===== src/rtl/march_pkg.sv =====
// Shared types and widths for the invader march stepper.
package march_pkg;
   localparam int OFFSET_X_W = 10;
   localparam int OFFSET_Y_W = 9;
   localparam int ALIVE_W    = 6;

   typedef enum logic [1:0] {IDLE, MARCH_R, MARCH_L, LANDED} march_state_t;
endpackage


===== src/rtl/march_tick_skipper.sv =====
// Counts accepted ticks between march steps; MARCH_SPEEDUP_EN makes the
// reload track alive_count so the fleet speeds up as invaders die.
module march_tick_skipper
   import march_pkg::*;
#(
   parameter int MAX_SKIP = 7
) (
   input  logic               clk,
   input  logic               resetN,
   input  logic               tick_en,
   input  logic               clear,
   input  logic [ALIVE_W-1:0] alive_count,
   output logic               step_en
);
   localparam int SKIP_W = (MAX_SKIP < 1) ? 1 : $clog2(MAX_SKIP + 1);

   logic [SKIP_W-1:0] r_skip;
   logic [SKIP_W-1:0] w_reload;

`ifdef MARCH_SPEEDUP_EN
   logic [ALIVE_W-1:0] w_div;
   assign w_div    = alive_count >> 3;
   assign w_reload = (w_div > ALIVE_W'(MAX_SKIP)) ? SKIP_W'(MAX_SKIP) : SKIP_W'(w_div);
`else
   logic w_unused_alive;
   assign w_unused_alive = ^alive_count;
   assign w_reload       = SKIP_W'(MAX_SKIP);
`endif

   assign step_en = tick_en && (r_skip == '0);

   always_ff @(posedge clk or negedge resetN) begin
      if (!resetN) begin
         r_skip <= '0;
      end else if (clear) begin
         r_skip <= '0;
      end else if (tick_en) begin
         if (r_skip != '0) r_skip <= r_skip - 1'b1;
         else              r_skip <= w_reload;
      end
   end
endmodule


===== src/rtl/invader_march_stepper.sv =====
// Fleet march FSM and offset registers; optional MARCH_SPEEDUP_EN lives in
// march_tick_skipper.
module invader_march_stepper
   import march_pkg::*;
#(
   parameter logic [OFFSET_X_W-1:0] X_MAX    = 10'd256,
   parameter int                    STEP_X   = 8,
   parameter int                    STEP_Y   = 16,
   parameter logic [OFFSET_Y_W-1:0] Y_LAND   = 9'd192,
   parameter int                    MAX_SKIP = 7
) (
   input  logic                  clk,
   input  logic                  resetN,
   input  logic                  tick,
   input  logic                  start,
   input  logic                  freeze,
   input  logic [ALIVE_W-1:0]    alive_count,
   output logic [OFFSET_X_W-1:0] offset_x,
   output logic [OFFSET_Y_W-1:0] offset_y,
   output logic                  step_pulse,
   output logic                  landed,
   output logic                  cleared
);
   march_state_t          r_state;
   logic [OFFSET_X_W-1:0] r_off_x;
   logic [OFFSET_Y_W-1:0] r_off_y;
   logic                  r_step;
   logic                  r_cleared;

   logic                  w_march;
   logic                  w_clear;
   logic                  w_tick_en;
   logic                  w_step_en;
   logic [OFFSET_X_W:0]   w_x_add;
   logic [OFFSET_Y_W:0]   w_y_add;
   logic                  w_x_fits;
   logic                  w_land;

   // Priority start > clear > freeze > tick is folded into the enables.
   assign w_march   = (r_state == MARCH_R) || (r_state == MARCH_L);
   assign w_clear   = w_march && (alive_count == '0) && !start;
   assign w_tick_en = tick && !freeze && w_march && !start && !w_clear;

   assign w_x_add  = {1'b0, r_off_x} + (OFFSET_X_W+1)'(STEP_X);
   assign w_y_add  = {1'b0, r_off_y} + (OFFSET_Y_W+1)'(STEP_Y);
   assign w_x_fits = (w_x_add <= {1'b0, X_MAX});
   assign w_land   = (w_y_add >= {1'b0, Y_LAND});

   march_tick_skipper #(.MAX_SKIP(MAX_SKIP)) u_skip (
      .clk         (clk),
      .resetN      (resetN),
      .tick_en     (w_tick_en),
      .clear       (start),
      .alive_count (alive_count),
      .step_en     (w_step_en)
   );

   always_ff @(posedge clk or negedge resetN) begin
      if (!resetN) begin
         r_state   <= IDLE;
         r_off_x   <= '0;
         r_off_y   <= '0;
         r_step    <= 1'b0;
         r_cleared <= 1'b0;
      end else begin
         r_step    <= 1'b0;
         r_cleared <= 1'b0;
         if (start) begin
            r_state <= MARCH_R;
            r_off_x <= '0;
            r_off_y <= '0;
         end else if (w_clear) begin
            r_state   <= IDLE;
            r_cleared <= 1'b1;
         end else if (w_step_en) begin
            r_step <= 1'b1;
            case (r_state)
               MARCH_R: begin
                  if (w_x_fits) begin
                     r_off_x <= w_x_add[OFFSET_X_W-1:0];
                  end else begin
                     r_off_y <= w_y_add[OFFSET_Y_W-1:0];
                     r_state <= w_land ? LANDED : MARCH_L;
                  end
               end
               MARCH_L: begin
                  if (r_off_x >= OFFSET_X_W'(STEP_X)) begin
                     r_off_x <= r_off_x - OFFSET_X_W'(STEP_X);
                  end else begin
                     r_off_y <= w_y_add[OFFSET_Y_W-1:0];
                     r_state <= w_land ? LANDED : MARCH_R;
                  end
               end
               default: ;
            endcase
         end
      end
   end

   assign offset_x   = r_off_x;
   assign offset_y   = r_off_y;
   assign step_pulse = r_step;
   assign cleared    = r_cleared;
   assign landed     = (r_state == LANDED);
endmodule


===== config.mk =====
export PLATFORM = sky130hd
export DESIGN_NAME = invader_march_stepper
export DESIGN_NICKNAME = d
export VERILOG_FILES = /design/src/rtl/march_pkg.sv /design/src/rtl/march_tick_skipper.sv /design/src/rtl/invader_march_stepper.sv
export SDC_FILE = /design/constraint.sdc
export NUM_CORES = 1
export LEC_CHECK = 0
export CAP_MARGIN = 20
export CELL_PAD_IN_SITES_DETAIL_PLACEMENT = 1
export CELL_PAD_IN_SITES_GLOBAL_PLACEMENT = 2
export CORE_UTILIZATION = 39
export DETAILED_ROUTE_END_ITERATION = 8
export DONT_BUFFER_PORTS = 1
export PLACE_DENSITY_LB_ADDON = 0.1
export SKIP_CTS_REPAIR_TIMING = 1
export SYNTH_ARGS = -nofsm -noshare
export SYNTH_HDL_FRONTEND = slang
export SYNTH_SLANG_ARGS = --single-unit
export TNS_END_PERCENT = 10

===== constraint.sdc =====
create_clock -name clk -period 6.2 [get_ports clk]
set_input_delay 0.62 -clock clk [delete_from_list [all_inputs] [get_ports clk]]
set_output_delay 0.62 -clock clk [all_outputs]
set_load 0.02 [all_outputs]

# [After elaboration in Yosys (flattened, before gate mapping)]
# Cells that the tools add are included.
[word_totals] register_bits=26 in_bits=11 elab_cells=73
[op_classes] n_addsub=4 order_cmp=3 reduce_logical=22 mux=28 n_eq_ne=10
[ops] operator="two-way mux 10 bit" n=5
[ops] operator="two-way mux 9 bit" n=5
[ops] operator="one-hot mux 10 bit (2 select lines)" n=1
[ops] operator="one-hot mux 9 bit (2 select lines)" n=1
[ops] operator="two-way mux 2 bit" n=6
[ops] operator="adder 10 x 4 -> 11 bit (second input constant)" n=1
[ops] operator="<= comparator 11 x 9 -> 1 bit (second input constant)" n=1
[ops] operator="adder 9 x 5 -> 10 bit (second input constant)" n=1
[ops] operator="greater-or-equal comparator 10 x 4 -> 1 bit (second input constant)" n=1
[ops] operator="greater-or-equal comparator 10 x 8 -> 1 bit (second input constant)" n=1
[ops] operator="AND reduction 5 bit" n=2
[ops] operator="subtractor 10 x 4 -> 10 bit (second input constant)" n=1
[ops] operator="two-way mux 3 bit" n=3
[ops] operator="!= test 3 bit (second input constant)" n=3
[ops] operator="nonzero test 3 bit" n=3
[ops] operator="!= test 4 bit (second input constant)" n=2
[ops] operator="logical AND 1 bit" n=7
[ops] operator="zero test 6 bit" n=1
[ops] operator="two-way mux 1 bit" n=6
[ops] operator="equality test 2 bit (second input constant)" n=2
[ops] operator="one-hot mux 2 bit (2 select lines)" n=1
[ops] operator="AND reduction 4 bit" n=1
[ops] operator="nonzero test 2 bit" n=2
[ops] operator="nonzero test 4 bit" n=1
[ops] operator="7 further kinds" n=9

# [Longest topological paths before layout]
[depth] word_depth=10 mapped_depth=9 ltp_nobuf=8

# [Cells and area by module]
# A second synthesis with hierarchy kept.
[unflattened] cells_unflattened=168 area_unflattened_um2=1493.9
[by_module_without_submodules] mod="invader_march_stepper" cells_each=152 seq_area_each_um2=400.4 area_per_inst_um2=1321.3 instances=1
[by_module_without_submodules] mod="march_tick_skipper" cells_each=16 seq_area_each_um2=75.1 area_per_inst_um2=172.7 instances=1

# [Worst setup path after synthesis]
# No wires, ideal clock.
[synth_path] path_kind="reg-to-reg" from="reg r_off_x[3], in the netlist offset_x[3]" to="reg r_state[0]" path_stages_with_launch=9 synth_period_minus_slack_ps=2471 required_ps=6081 t_arrival_ps=2352 slack_ps=3729 path_cell_list="dfrtp_1 > inv_1 > ha_1 > nor2b_1 > or4_4 > a32oi_4 > o21ai_0 > or4b_1 > o21a_1"
[synth_between] elab_chain_cells=4 elab_cells_between_ends=6 cone_classes="1 x add/sub; 2 x order compare; 2 x eq/ne; 1 x reduce/logical"
[synth_rtl] item="start, declared" line_no="invader_march_stepper.sv:25" source="logic [OFFSET_X_W-1:0] r_off_x;"
[synth_rtl] item="start signal, assigned" line_no="invader_march_stepper.sv:80" source="r_off_x <= w_x_add[OFFSET_X_W-1:0];"
[synth_rtl] item="start signal, assigned" line_no="invader_march_stepper.sv:88" source="r_off_x <= r_off_x - OFFSET_X_W'(STEP_X);"
[synth_rtl] item="adder 10 x 4 -> 11 bit" line_no="invader_march_stepper.sv:44" source="assign w_x_add = {1'b0, r_off_x} + (OFFSET_X_W+1)'(STEP_X);"
[synth_rtl] item="<= comparator 11 x 9 -> 1 bit" line_no="invader_march_stepper.sv:46" source="assign w_x_fits = (w_x_add <= {1'b0, X_MAX});"
[synth_rtl] item="!= test 4 bit (no line)"
[synth_rtl] item="AND reduction 4 bit (no line) (*)"
[synth_rtl] item="end signal, assigned" line_no="invader_march_stepper.sv:83" source="r_state <= w_land ? LANDED : MARCH_L;"
[synth_rtl] item="end signal, assigned" line_no="invader_march_stepper.sv:91" source="r_state <= w_land ? LANDED : MARCH_R;"
[synth_rtl] item="end, declared" line_no="invader_march_stepper.sv:24" source="march_state_t r_state;"
# Mark *: on every way between the ends. The rest lies on a longest branch, timed or not.
# A chain may end at the register's enable or synchronous reset.

# [Final worst setup path]
[layout_path] from="reg r_state[0]" to="reg r_off_x[7], in the netlist offset_x[7]"
[layout_between] elab_chain_cells=9 elab_cells_between_ends=20 cone_classes="5 x eq/ne; 4 x mux; 11 x reduce/logical"
[layout_rtl] item="equality test 2 x 1 -> 1 bit or equality test 2 bit (tied branches)" line_no="invader_march_stepper.sv:40, invader_march_stepper.sv:77"
[layout_rtl] item="logical OR 1 bit" line_no="invader_march_stepper.sv:40" source="assign w_march = (r_state == MARCH_R) || (r_state == MARCH_L);"
[layout_rtl] item="logical AND 1 bit (2 in a row)" line_no="invader_march_stepper.sv:41" source="assign w_clear = w_march && (alive_count == '0) && !start;"
[layout_rtl] item="zero test 1 bit" line_no="invader_march_stepper.sv:42" source="assign w_tick_en = tick && !freeze && w_march && !start && !w_clear;"
[layout_rtl] item="logical AND 1 bit" line_no="invader_march_stepper.sv:42"
[layout_rtl] item="logical AND 1 bit" line_no="march_tick_skipper.sv:30" source="assign step_en = tick_en && (r_skip == '0);"
[layout_rtl] item="nonzero test 2 bit (no line)"
[layout_rtl] item="AND reduction 5 bit (no line)"
# Several ways; a longest one is shown, not always the timed one. The select of a mux whose other input is x is not followed.

==> flow_summary.ini <==
[synthesis]
yosys.area.top_type = dfrtp_1
yosysWarnings = 0
yosysUniqueCellTypes = 47
synth-async-reset-ratio_pct = 100
ys_ff_latch = 19
synth_edf_count = 0
netlist_instances = 163
synth_area_leaders = dfrtp_1 34%, ha_1 8.8%, o21ai_0 4.2%
synth_top_flop_cell = dfrtp_1
yosysTopAreaCellShare_pct = 33.5
yosysSeqAreaShare_pct = 33.5
netlist_area_um2 = 1420
syn_avg_cell_area_um2 = 8.70

[setup_path]
crit_type = reg2reg
crit_end = offset_x[7]
reg2reg_to = offset_x[7]
rr_worst_depth = 9
rr_startpoint = r_state[0]
worstPathRequired_ns = 6.40
crit_fanout = 7
worst_setup_path_start_kind = register
crit_arrival_ns = 3.03
critPathCaptureType = register
worstSetupStartpoint = r_state[0]
r2r_slack_ns = 3.37

[timing]
tightest_slew_ns = 0.908
slew_headroom_pct = 39.3
timing.setup.tns_ns = 0
clock-skew-final_ns = 0.00385
fin_crit_sh_pct = 45.6
rsz0062_at_grt = false
finalHoldViolations = 0
whs_ns = 0.363
worst_slack_ns = 3.37
fmaxAchievable_mhz = 353
setup_violations = 0
drv_slew = 0
min_period_ns = 2.83

[power_and_ir_drop]
leakagePower_nw = 0.611
ir_drop_mv = 0.0907
p_seq_share_pct = 58.2
intPower_w = 0.000160
power.switching_w = 0.0000656
power_density_nw_per_um2 = 154
power_frac_clock_pct = 28.9
switching_share_pct = 29.0
combPwrFrac_pct = 12.9

[global_routing]
grt_max_degree = 22
grt_pass1_wl_um = 5690
grt_overflow_total = 0
grt_pass1_vias = 1200
grt_usage_pct = 18.4
antenna_found_initial = 0

[floorplan]
die_h_um = 62.3
core_area_um2 = 3420
design.die.area_um2 = 3880
start_util_pct = 41.5
fp.dieW_um = 62.3
rows = 21
pin_count = 33

[cts]
clockBufferDepth = 2
cts_max_level = 1
cts_made_buffers = 3
cts_tree = done
clk_pin_slew_worst_paths_ns = 0.12
cts_sinks = 19
insertion_delay_ns = 0.30
cts-root-buf = clkbuf_4

[detailed_routing]
drc_errors = 0
postRouteAntennaNets = 0
vias = 1183
viasPerCell = 5.66
firstDrtPassIters = 4
wirelength_um = 3350
drt_iter0_markers = 42
post_drt_wl_per_cell_um = 16.0

[min_path]
hold_class = in2reg
worstHoldStart = start

[status]
status = complete, no violations

[placed_design]
dp_hpwl_um = 2530
dpl.cell_count = 203
place_ws_ns = 3.13
gp_congestion = 0.767
io_buffer_count = 0

[final_layout]
post_route_cells_drive_above_1_share_pct = 8.59
antenna_cells = 0
syn2layout_area_growth_pct = 3.27
fin_cells = 209
nets = 185

[flow_run]
max_cap_violations = 0
[flip-flops by register name, summed over array words and instances, names as in the netlist]
name and cells:
r_state 2, u_skip.r_skip 3, cleared 1, offset_x 7, offset_y 5, step_pulse 1
[layout by cell type (no fill, tap or decap), drive strengths merged, types with 2 or more instances in the layout]
cell type	n
a21oi	7
a311oi	2
and2	2
and3	2
clkbuf	4
conb	7
dfrtp	19
ha	10
inv	8
mux2i	2
nand2	14
nand2b	3
nand3	7
nand3b	2
nand4b	3
nor2	15
nor2b	4
nor3	5
nor4	3
o211ai	2
o21a	3
o21ai	15
o31ai	2
or4	2
xor2	3
[Yosys cell counts, types with 4 or more instances]
cell      n
nor2_1   15
o21ai_0  12
buf_4     8
nand3_1   6
nor3_1    4
a21oi_1   7
inv_1     8
nor2b_1   4
ha_1     10
dfrtp_1  19
nand2_1  14
[per-stage QoR]
step           util (%)  cell area, µm²  total power, W
2_1_floorplan         -            1440        0.000160
3_3_place_gp       41.6            1420        0.000159
3_5_place_dp       41.6            1420        0.000160
4_1_cts            42.4            1450        0.000225
5_1_grt            42.9            1460        0.000241
6_report           42.9            1460        0.000226
[layer usage]
layer,vias to the layer above,wire [µm],GRT usage [%]
met2,24,1690,32.4
met4,0,13,2.62
met3,2,131,5.15
met1,588,1520,22.6
met5,-,0,0
li1,569,-,-
[power by group through the flow]
stage	clock network, W	registers (W)	logic (W)
after detailed placement	0	0.000134	0.0000258
after global routing	0.0000757	0.000132	0.0000329
after CTS	0.0000677	0.000132	0.0000259
final	0.0000654	0.000131	0.0000291
after global placement	0	0.000134	0.0000249
after floorplan	0	0.000133	0.0000265
[worst min path at each step]
stage                       end  cells after the start
2_1_floorplan           cleared                      0
3_3_place_gp        offset_x[3]                      0
3_5_place_dp        offset_x[3]                      0
4_1_cts             offset_y[4]                      0
5_1_grt        u_skip.r_skip[1]                      1
6_report            offset_x[7]                      1
[critical path: stages, from the launching register on]
cell      delay (ns)
dfrtp_1         0.39
inv_1           0.07
ha_1            0.30
or3b_4          0.41
a2111o_1        0.41
nor3_1          0.54
clkbuf_2        0.29
nand2_1         0.08
o21ai_0         0.16
a21oi_1         0.08
[final cells by class]
class	count	area, µm²
well taps	46	57.6
flip-flops and latches	19	475
fillers	416	1950
multi-input cells	130	858
clock buffers	3	22.5
repair buffers	2	15.0
inverters	8	30.0
clock inverters	1	5.00
[kinds of logic after synthesis]
group | Yosys count | synth area share, %
and+or+nand+nor | 67 | 26.0
AOI/OAI and AO/OA | 40 | 19.9
buffers and inverters | 20 | 7.50
adders and majority gates | 10 | 8.83
xor gates and xnor gates | 4 | 2.47
muxes | 2 | 1.41
DFF | 19 | 33.5
other | 1 | 0.265
Note: power is estimated with default switching activity, not from simulation.
